[src/rtl/spi_board_arb_if.sv]
// spi_board_arb_if: request side and shared SPI bus of the four-board SPI arbiter.
// master = board/test side, slave = arbiter side.
interface spi_board_arb_if #(
  parameter int WORD_BITS = 24
);
  logic [3:0]             req;
  logic [7:0]             dev;
  logic [4*WORD_BITS-1:0] tx_data;
  logic [3:0]             live;
  logic [3:0]             miso;
  logic [3:0]             ack;
  logic [3:0]             err;
  logic [WORD_BITS-1:0]   rx_data;
  logic                   busy;
  logic [3:0]             oe;
  logic [11:0]            csn;
  logic                   sclk;
  logic                   mosi;

  modport master (
    output req, dev, tx_data, live, miso,
    input  ack, err, rx_data, busy, oe, csn, sclk, mosi
  );

  modport slave (
    input  req, dev, tx_data, live, miso,
    output ack, err, rx_data, busy, oe, csn, sclk, mosi
  );
endinterface

[src/rtl/spi_board_arb.sv]
// spi_board_arb: round-robin arbiter granting one of four boards a mode-0 SPI
// transaction to one of three ADCs on that board over a shared SCLK/MOSI.
// Optional macro SPI_BOARD_ARB_LIVE_MASK_EN: synchronizes the live inputs and
// rejects grants to absent boards with an err pulse.
module spi_board_arb #(
  parameter int CLK_DIV   = 25,
  parameter int WORD_BITS = 24,
  parameter int CS_GAP    = 4
) (
  input  logic           clk,
  input  logic           rst,
  spi_board_arb_if.slave bus
);

  typedef enum logic [2:0] {IDLE, SETUP, LOW, HIGH, HOLD, GAP, DONE} state_t;

  state_t               state, nxt;
  logic [1:0]           last_grant, grant, pick, pick_dev, dev_q;
  logic                 found, grant_bad;
  logic [7:0]           cnt;
  logic [5:0]           bit_cnt;
  logic [WORD_BITS-1:0] tx_sh, rx_sh, rx_q;
  logic [3:0]           err_q, board_ok;
  logic [3:0]           csn_idx;
  logic [11:0]          csn_c;
  logic [3:0]           oe_c, ack_c;
  logic                 sclk_c, div_end, gap_end, last_bit;

`ifdef SPI_BOARD_ARB_LIVE_MASK_EN
  logic [1:0][3:0] live_pipe;

  // two-flop synchronizer for the asynchronous board-present inputs
  always_ff @(posedge clk) begin
    if (rst) live_pipe <= '0;
    else     live_pipe <= {live_pipe[0], bus.live};
  end
  assign board_ok = live_pipe[1];
`else
  logic unused_live;
  assign unused_live = ^bus.live;
  assign board_ok    = 4'hF;
`endif

  // round-robin search starting one past the last served board
  always_comb begin
    pick  = last_grant;
    found = 1'b0;
    for (int i = 1; i <= 4; i++) begin
      if (!found && bus.req[2'(last_grant + 2'(i))]) begin
        pick  = 2'(last_grant + 2'(i));
        found = 1'b1;
      end
    end
  end

  assign pick_dev  = bus.dev[{pick, 1'b0} +: 2];
  assign grant_bad = (pick_dev == 2'd3) || !board_ok[pick];
  assign div_end   = (cnt == 8'(CLK_DIV - 1));
  assign gap_end   = (cnt == 8'(CS_GAP - 1));
  assign last_bit  = (bit_cnt == 6'(WORD_BITS - 1));

  // next-state logic
  always_comb begin
    nxt = state;
    unique case (state)
      IDLE:    if (found && !grant_bad) nxt = SETUP;
      SETUP:   if (div_end) nxt = LOW;
      LOW:     if (div_end) nxt = HIGH;
      HIGH:    if (div_end) nxt = last_bit ? HOLD : LOW;
      HOLD:    if (div_end) nxt = GAP;
      GAP:     if (gap_end) nxt = DONE;
      DONE:    nxt = IDLE;
      default: nxt = IDLE;
    endcase
  end

  // state register, phase counter, shift registers and grant bookkeeping
  always_ff @(posedge clk) begin
    if (rst) begin
      state      <= IDLE;
      last_grant <= 2'd3;
      grant      <= 2'd0;
      dev_q      <= 2'd0;
      cnt        <= '0;
      bit_cnt    <= '0;
      tx_sh      <= '0;
      rx_sh      <= '0;
      rx_q       <= '0;
      err_q      <= '0;
    end else begin
      state <= nxt;
      err_q <= '0;
      cnt   <= (nxt != state || state == IDLE) ? 8'd0 : cnt + 8'd1;
      unique case (state)
        IDLE: if (found) begin
          if (grant_bad) begin
            // rejected grant still advances the round-robin pointer
            err_q      <= 4'b0001 << pick;
            last_grant <= pick;
          end else begin
            grant   <= pick;
            dev_q   <= pick_dev;
            tx_sh   <= bus.tx_data[pick*WORD_BITS +: WORD_BITS];
            bit_cnt <= '0;
          end
        end
        LOW:  if (nxt == HIGH) rx_sh <= {rx_sh[WORD_BITS-2:0], bus.miso[grant]};
        HIGH: if (nxt == LOW) begin
          tx_sh   <= tx_sh << 1;
          bit_cnt <= bit_cnt + 6'd1;
        end
        GAP:  if (nxt == DONE) rx_q <= rx_sh;
        DONE: last_grant <= grant;
        default: ;
      endcase
    end
  end

  assign csn_idx = {1'b0, grant, 1'b0} + {2'b00, grant} + {2'b00, dev_q};

  // bus outputs decoded from state: chip select, driver enable, clock, ack
  always_comb begin
    csn_c  = 12'hFFF;
    oe_c   = '0;
    sclk_c = 1'b0;
    ack_c  = '0;
    unique case (state)
      SETUP, LOW, HOLD: begin
        csn_c[csn_idx] = 1'b0;
        oe_c[grant]    = 1'b1;
      end
      HIGH: begin
        csn_c[csn_idx] = 1'b0;
        oe_c[grant]    = 1'b1;
        sclk_c         = 1'b1;
      end
      GAP:     oe_c[grant]  = 1'b1;
      DONE:    ack_c[grant] = 1'b1;
      default: ;
    endcase
  end

  assign bus.csn     = csn_c;
  assign bus.oe      = oe_c;
  assign bus.sclk    = sclk_c;
  assign bus.ack     = ack_c;
  assign bus.mosi    = tx_sh[WORD_BITS-1];
  assign bus.err     = err_q;
  assign bus.rx_data = rx_q;
  assign bus.busy    = (state != IDLE);

endmodule

[src/flat_wrapper.sv]
// flat-port wrapper written by rule: the top's interface ports become plain ports
module spi_board_arb_flat 
#(
  parameter int CLK_DIV   = 25,
  parameter int WORD_BITS = 24,
  parameter int CS_GAP    = 4
)
  (clk, rst, bus_req, bus_dev, bus_tx_data, bus_live, bus_miso, bus_ack, bus_err, bus_rx_data, bus_busy, bus_oe, bus_csn, bus_sclk, bus_mosi);
  spi_board_arb_if #(.WORD_BITS(WORD_BITS)) bus_i ();
  input  logic clk;
  input  logic rst;
  input wire logic [$bits(bus_i.req)-1:0] bus_req;
  input wire logic [$bits(bus_i.dev)-1:0] bus_dev;
  input wire logic [$bits(bus_i.tx_data)-1:0] bus_tx_data;
  input wire logic [$bits(bus_i.live)-1:0] bus_live;
  input wire logic [$bits(bus_i.miso)-1:0] bus_miso;
  output wire logic [$bits(bus_i.ack)-1:0] bus_ack;
  output wire logic [$bits(bus_i.err)-1:0] bus_err;
  output wire logic [$bits(bus_i.rx_data)-1:0] bus_rx_data;
  output wire logic [$bits(bus_i.busy)-1:0] bus_busy;
  output wire logic [$bits(bus_i.oe)-1:0] bus_oe;
  output wire logic [$bits(bus_i.csn)-1:0] bus_csn;
  output wire logic [$bits(bus_i.sclk)-1:0] bus_sclk;
  output wire logic [$bits(bus_i.mosi)-1:0] bus_mosi;
  assign bus_i.req = bus_req;
  assign bus_i.dev = bus_dev;
  assign bus_i.tx_data = bus_tx_data;
  assign bus_i.live = bus_live;
  assign bus_i.miso = bus_miso;
  assign bus_ack = bus_i.ack;
  assign bus_err = bus_i.err;
  assign bus_rx_data = bus_i.rx_data;
  assign bus_busy = bus_i.busy;
  assign bus_oe = bus_i.oe;
  assign bus_csn = bus_i.csn;
  assign bus_sclk = bus_i.sclk;
  assign bus_mosi = bus_i.mosi;
  spi_board_arb #(.CLK_DIV(CLK_DIV), .WORD_BITS(WORD_BITS), .CS_GAP(CS_GAP)) u_core (.clk(clk), .rst(rst), .bus(bus_i));
endmodule
[config.mk]
export PLATFORM = sky130hd
export DESIGN_NAME = spi_board_arb_flat
export DESIGN_NICKNAME = d
export VERILOG_FILES = /design/src/rtl/spi_board_arb_if.sv /design/src/rtl/spi_board_arb.sv /design/src/flat_wrapper.sv
export SDC_FILE = /design/constraint.sdc
export NUM_CORES = 1
export LEC_CHECK = 0
export CORE_ASPECT_RATIO = 1.1
export CORE_MARGIN = 2
export CORE_UTILIZATION = 46
export DETAILED_ROUTE_END_ITERATION = 7
export GPL_TIMING_DRIVEN = 0
export PLACE_DENSITY = 0.88
export SLEW_MARGIN = 20
export SYNTH_ARGS = -nofsm -noshare
export SYNTH_HDL_FRONTEND = slang
export SYNTH_SLANG_ARGS = --single-unit
[constraint.sdc]
create_clock -name clk -period 3 [get_ports clk]
set_input_delay 0.3 -clock clk [delete_from_list [all_inputs] [get_ports clk]]
set_output_delay 0.3 -clock clk [all_outputs]
set_load 0.01 [all_outputs]
Yosys cells after proc, flatten, opt, wreduce, memory -nomap -nowiden

Index checks and enable logic that the tools add are counted.

Output and inout bits: 51
Input bits: 118
Register bits after elaboration: 99
Word-level logic and storage cells: 125

$mul: 1
$add $sub $neg: 7
Bitwise gates (word level): 4
Equal/unequal tests: 18
Shifts and indexed selects: 3
Magnitude comparators: 9
Reductions and logical operators: 26
Muxes and demuxes: 47

Operator list:

| cell                                                                  | count |
|---|---|
| 96-bit by 8-bit indexed part select with 24-bit output                | 1 |
| 24-bit 2-to-1 mux                                                     | 3 |
| 24-bit one-hot mux with 2 select lines                                | 1 |
| 3-bit 2-to-1 mux                                                      | 7 |
| 2-bit by 3-bit < comparator with 1-bit output (second input constant) | 6 |
| 6-bit 2-to-1 mux                                                      | 3 |
| 3-bit one-hot mux with 6 select lines                                 | 1 |
| 1-bit 2-to-1 mux                                                      | 13 |
| 1-bit binary-select mux with 2-bit select                             | 6 |
| 3-bit by 2-bit == test with 1-bit output (second input constant)      | 4 |
| 3-bit == test (second input constant)                                 | 4 |
| 12-bit 2-to-1 mux                                                     | 1 |
| 2-bit 2-to-1 mux                                                      | 6 |
| 12-bit inverter                                                       | 1 |
| 6-bit one-hot mux with 2 select lines                                 | 1 |
| 8-bit by 1-bit adder with 8-bit output (second input constant)        | 1 |
| 8-bit by 2-bit == test with 1-bit output (second input constant)      | 1 |
| 8-bit by 5-bit == test with 1-bit output (second input constant)      | 1 |
| 4-bit 2-to-1 mux                                                      | 2 |
| 4-bit OR reduction                                                    | 2 |
| 8-bit by 4-bit indexed part select with 2-bit output                  | 1 |
| 6-bit by 1-bit adder with 6-bit output (second input constant)        | 1 |
| 6-bit by 5-bit == test with 1-bit output (second input constant)      | 1 |
| 1-bit logical AND                                                     | 6 |
| other kinds (28)                                                      | 41 |

Depth between registers and ports, before layout

Depth after elaboration: 24
Gate-level depth with buffers: 10
Depth with buffers taken out: 9

Worst setup path after synthesis

Ideal clock, no wire load.

Path kind: reg2reg
Start: register u_core.cnt[0]
End: register u_core.bit_cnt[5]
Arrival: 2.305 ns
Setup time: 0.070 ns
Clock period less this slack: 2.375 ns
Buffers on the path: 0
Path slack: 0.625 ns
Cell stages (with the launch flop): 9
Data required time: 2.930 ns
Cells stage by stage: dfxtp_1 > ha_1 > or4bb_1 > o21ai_1 > a2bb2oi_2 > nor3_4 > nand4_1 > or3_1 > a21oi_1

Longest elaborated chain between the ends: 6
Elaborated cells between the ends (all ways): 11
Those cells by class: 4 x eq/ne; 6 x mux; 1 x reduce/logical

RTL lines:

| what                                                                                                 | line                                     | text |
|---|---|---|
| start, declared                                                                                      | spi_board_arb.sv:20                      | `logic [7:0] cnt;` |
| start signal, assigned                                                                               | spi_board_arb.sv:93                      | `cnt <= (nxt != state \|\| state == IDLE) ? 8'd0 : cnt + 8'd1;` |
| 8-bit by 2-bit == test with 1-bit output or 8-bit by 5-bit == test with 1-bit output (tied branches) | spi_board_arb.sv:59, spi_board_arb.sv:58 |  |
| 3-bit 2-to-1 mux, on equally long branches                                                           | --                                       |  |
| 3-bit one-hot mux with 6 select lines *                                                              | spi_board_arb.sv:65                      | `unique case (state)` |
| 3-bit by 2-bit == test with 1-bit output *                                                           | spi_board_arb.sv:108                     | `HIGH: if (nxt == LOW) begin` |
| 2-bit by 1-bit != test with 1-bit output (no source line) *                                          | --                                       |  |
| 4-bit AND reduction (no source line) *                                                               | --                                       |  |
| end signal, assigned                                                                                 | spi_board_arb.sv:110                     | `bit_cnt <= bit_cnt + 6'd1;` |
| end, declared                                                                                        | spi_board_arb.sv:21                      | `logic [5:0] bit_cnt;` |

Every way passes the cells marked *; elsewhere a longest branch is shown, timed or not.
A chain may end at the register's enable or synchronous reset.

Worst setup path after layout

Start: register u_core.dev_q[1]
End: output port bus_csn[10]

Longest elaborated chain between the ends: 7
Elaborated cells between the ends (all ways): 8
Those cells by class: 1 x add/sub; 2 x order compare; 3 x mux; 1 x bitwise; 1 x reduce/logical

RTL lines:

| what                                                                                                                                  | line                                       | text |
|---|---|---|
| start, declared                                                                                                                       | spi_board_arb.sv:18                        | `logic [1:0] last_grant, grant, pick, pick_dev, dev_q;` |
| start signal, assigned                                                                                                                | spi_board_arb.sv:102                       | `dev_q <= pick_dev;` |
| 4-bit by 2-bit adder with 4-bit output *                                                                                              | spi_board_arb.sv:119                       | `assign csn_idx = {1'b0, grant, 1'b0} + {2'b00, grant} + {2'b00, dev_q};` |
| 4-bit by 5-bit < comparator with 1-bit output (not written as such) or 4-bit by 1-bit >= comparator with 1-bit output (tied branches) | spi_board_arb.sv:129, spi_board_arb.sv:133 |  |
| 1-bit logical AND (not written as such)                                                                                               | spi_board_arb.sv:129, spi_board_arb.sv:133 |  |
| 1-bit 2-to-1 mux (not written as such)                                                                                                | spi_board_arb.sv:129, spi_board_arb.sv:133 |  |
| 1-bit demux with 4-bit select *                                                                                                       | --                                         |  |
| 12-bit inverter (no source line) *                                                                                                    | --                                         |  |
| 12-bit 2-to-1 mux *                                                                                                                   | --                                         |  |
| end, declared                                                                                                                         | flat_wrapper.sv:22                         | `output wire logic [$bits(bus_i.csn)-1:0] bus_csn;` |

Marks and branches as above.

==> results.yml <==
clocking:
  clockRootBuffer: "clkbuf_16"
  clk_latency_ns: 0.35
  cts_max_level: 3
  numCtsBuffers: 9
  cts_tree: "built"
  cts.sinks: 99
  clk_pin_slew_worst_paths_ns: 0.08
  clk_path_buf_depth: 2
  ctsHoldBuffers: 0
worst_hold_path:
  hold_path_class: "flop to flop"
sta:
  fmaxAchievable_mhz: 344.7
  hold_ws_ns: 0.4571
  finalSetupViolCount: 0
  period_minus_slack_ns: 2.901
  clock_skew_ns: 0.01121
  final_max_slew_viol_count: 0
  period_share: 0.9671
  tightest_slew_ns: 0.9067
  fin_ws_ns: 0.09885
  relSlewSlack: 0.3899
  hold_viol: 0
worst_setup_path:
  crit_path_start_kind: "flop"
  critPathMaxFanout: 4
  crit_arrival_ns: 2.60
  crit_path_end_kind: "output port"
  critical_path_class: "flop to output port"
  critPathRequiredTime_ns: 2.70
  slowest_stage: "fa_2"
  slowest_delay_ns: 0.56
  crit_chain: "fa_1 > ha_1 > inv_1 > fa_2 > nor2b_4 > buf_4 > nand2_1 > dlygate4sd2_1"
layout:
  stdcell_count: 1015
  diodes: 0
  mostFrequentLayoutCell: "nand2_1"
  syn_to_final_growth_pct: 43.42
  drive_gt1_frac: 0.05645
  fin_area_um2: 7345
  final_cell_mix: "nand2_1 (168), clkdlybuf4s50_1 (152), dfxtp_1 (98), a21oi_1 (86), nor2_1 (48)"
  nets: 988
place:
  pre_cts_ws_ns: -0.3238
  post_dp_cell_area_um2: 6947
  dp.cells: 995
  routabilityCongestion: 0.9233
  port_buffers: 164
  place_hpwl_um: 12000
route:
  drt-pass1-iter-count: 4
  route.vias.total: 5673
  drt-total-wl_um: 16110
  wire_per_inst_um: 15.87
  drt_iter0_markers: 377
  drc_errors: 0
  drtAntennaViolNets: 0
  avgViaCountPerCell: 5.589
power:
  comb_power_share: 0.377
  power_switching_w: 0.001633
  power.share.sequential: 0.349
  p_per_area_nw_per_um2: 617.1
  netSwitchingFraction: 0.3603
  p_total_w: 0.004532
  power_leakage_nw: 2.636
  p_int_w: 0.002899
  peakVddDrop_mv: 0.3192
  clkPwrFrac: 0.274
grt:
  track_usage: 0.2624
  antenna_found_initial: 0
  grt_max_degree: 21
  grt-ovfl-total: 0
  grt_pass1_vias: 5182
  grt_first_pass_wirelength_um: 25760
logic_synthesis:
  synth_nets: 809
  ys_seq_area_frac: 0.3870
  syn_inst: 684
  syn_area_um2: 5121
  yosysWarnings: 0
  yosys_most_used_dff: "dfxtp_1"
  synth_seq_cells: 99
  synth_area_leader_cell: "dfxtp_1"
  ys_types: 45
  synth_top_area_share: 0.3870
  async_flop_share: 0
  synth-edff-count: 0
  yosys-top-cells-area: "dfxtp_1 (39%), nand2_1 (12%), a21oi_1 (8.4%)"
  avgSynthCellArea_um2: 7.487
floorplanning:
  core_um2: 10910
  fp.dieH_um: 114.7
  fp.dieW_um: 104.6
  row_count: 40
  dieArea_um2: 11990
  start_util: 0.4694
  io_pins: 169
run:
  drv_cap: 0
run_status:
  status: "completed"
==> power groups by stage <==
stage | registers (W) | logic [W] | clock network, W
after floorplan | 0.00158 | 0.00108 | 0
after global routing | 0.00160 | 0.00186 | 0.00131
after detailed placement | 0.00161 | 0.00162 | 0
final | 0.00158 | 0.00171 | 0.00124
after global placement | 0.00160 | 0.00159 | 0
after CTS | 0.00158 | 0.00165 | 0.00125
==> worst max-delay path: cells and delay by family (launching register included) <==
| kind | cells | cell delay [ns] |
|---|---|---|
| buffers and inverters | 3 | 0.45 |
| AND/OR/NAND/NOR | 2 | 0.20 |
| adder cells (fa/ha/maj) | 3 | 1.26 |
| flip-flops | 1 | 0.34 |
==> kinds of logic (layout without fill, tap and decap cells) <==
family	Yosys count	count (layout)	share of synthesized area
adders and majority gates	7	7	0.02003
and+or+nand+nor	312	312	0.2722
buffers and inverters	62	246	0.04740
xor gates and xnor gates	10	10	0.01710
AOI/OAI and AO/OA	191	191	0.2480
muxes	3	3	0.008307
DFF	99	99	0.3870
==> through the flow <==
step	TNS, ns	util
finish	0	0.6732
global route	-0.03962	0.6732
CTS	-0.02197	0.6688
detailed placement	-4.021	0.6367
global placement	-3.236	0.6367
floorplan	0	-
==> cell usage after synthesis (2+ instances only) <==
master      n
nand2_1   168
xor2_1      8
nor2b_1     7
a221oi_1   23
nor4_1      5
a211oi_1   26
o21a_1      5
fa_1        2
ha_1        5
inv_1       8
nand3_1    22
dfxtp_1    99
clkbuf_1   45
nor3b_1     2
buf_2       8
mux2i_1     2
a21oi_1    86
a311oi_1   23
nand4_1     5
o211ai_1    3
or3_1       5
nor2_1     49
o21ba_2     2
xnor2_1     2
nor3_1     10
a21o_1      4
and3_1     30
o21ai_0    13
==> layer usage <==
layer	track usage	up-vias	wire, um
li1	-	2806	-
met1	0.3217	2631	6740
met2	0.4558	205	7759
met3	0.06261	31	1279
met4	0.08622	0	331
met5	0	-	0
==> final timing paths <==
| path | startpoint | depth (start not counted) | slack, ns | endpoint |
|---|---|---|---|---|
| hold / removal | u_core.bus.rx_data[6] | 2 | 0.46 | u_core.bus.rx_data[6] |
| hold reg to reg | u_core.bus.rx_data[6] | 2 | 0.46 | u_core.bus.rx_data[6] |
| setup reg to reg | u_core.cnt[1] | 8 | 0.21 | u_core.tx_sh[7] |
| setup / recovery | u_core.dev_q[1] | 8 | 0.1 | bus_csn[10] |
==> flip-flops by register name, indices dropped and copies added, names as in the netlist <==
register	cells
u_core.dev_q	2
u_core.last_grant	2
u_core.state	3
u_core.tx_sh	24
u_core.rx_sh	24
u_core.bus.rx_data	24
u_core.bit_cnt	6
u_core.cnt	8
u_core.grant	2
u_core.bus.err	4
==> cell type report <==
| cell class | count | area, um2 |
|---|---|---|
| tap | 147 | 183.9 |
| inverter | 8 | 30.03 |
| multi-input combinational | 523 | 2927 |
| clock inverter | 7 | 102.6 |
| sequential | 99 | 1986 |
| fill | 921 | 3566 |
| buffer | 54 | 219.0 |
| clock buffer | 9 | 225.2 |
| timing repair buffer | 168 | 1672 |
==> what timing repair did <==
action / CTS / global route
resized for setup: 13 / 21
endpoints found under the setup margin: 12 / 31
pin swaps: 1 / 1
setup buffers: 2 / 2
(Power assumes the default switching activity.)
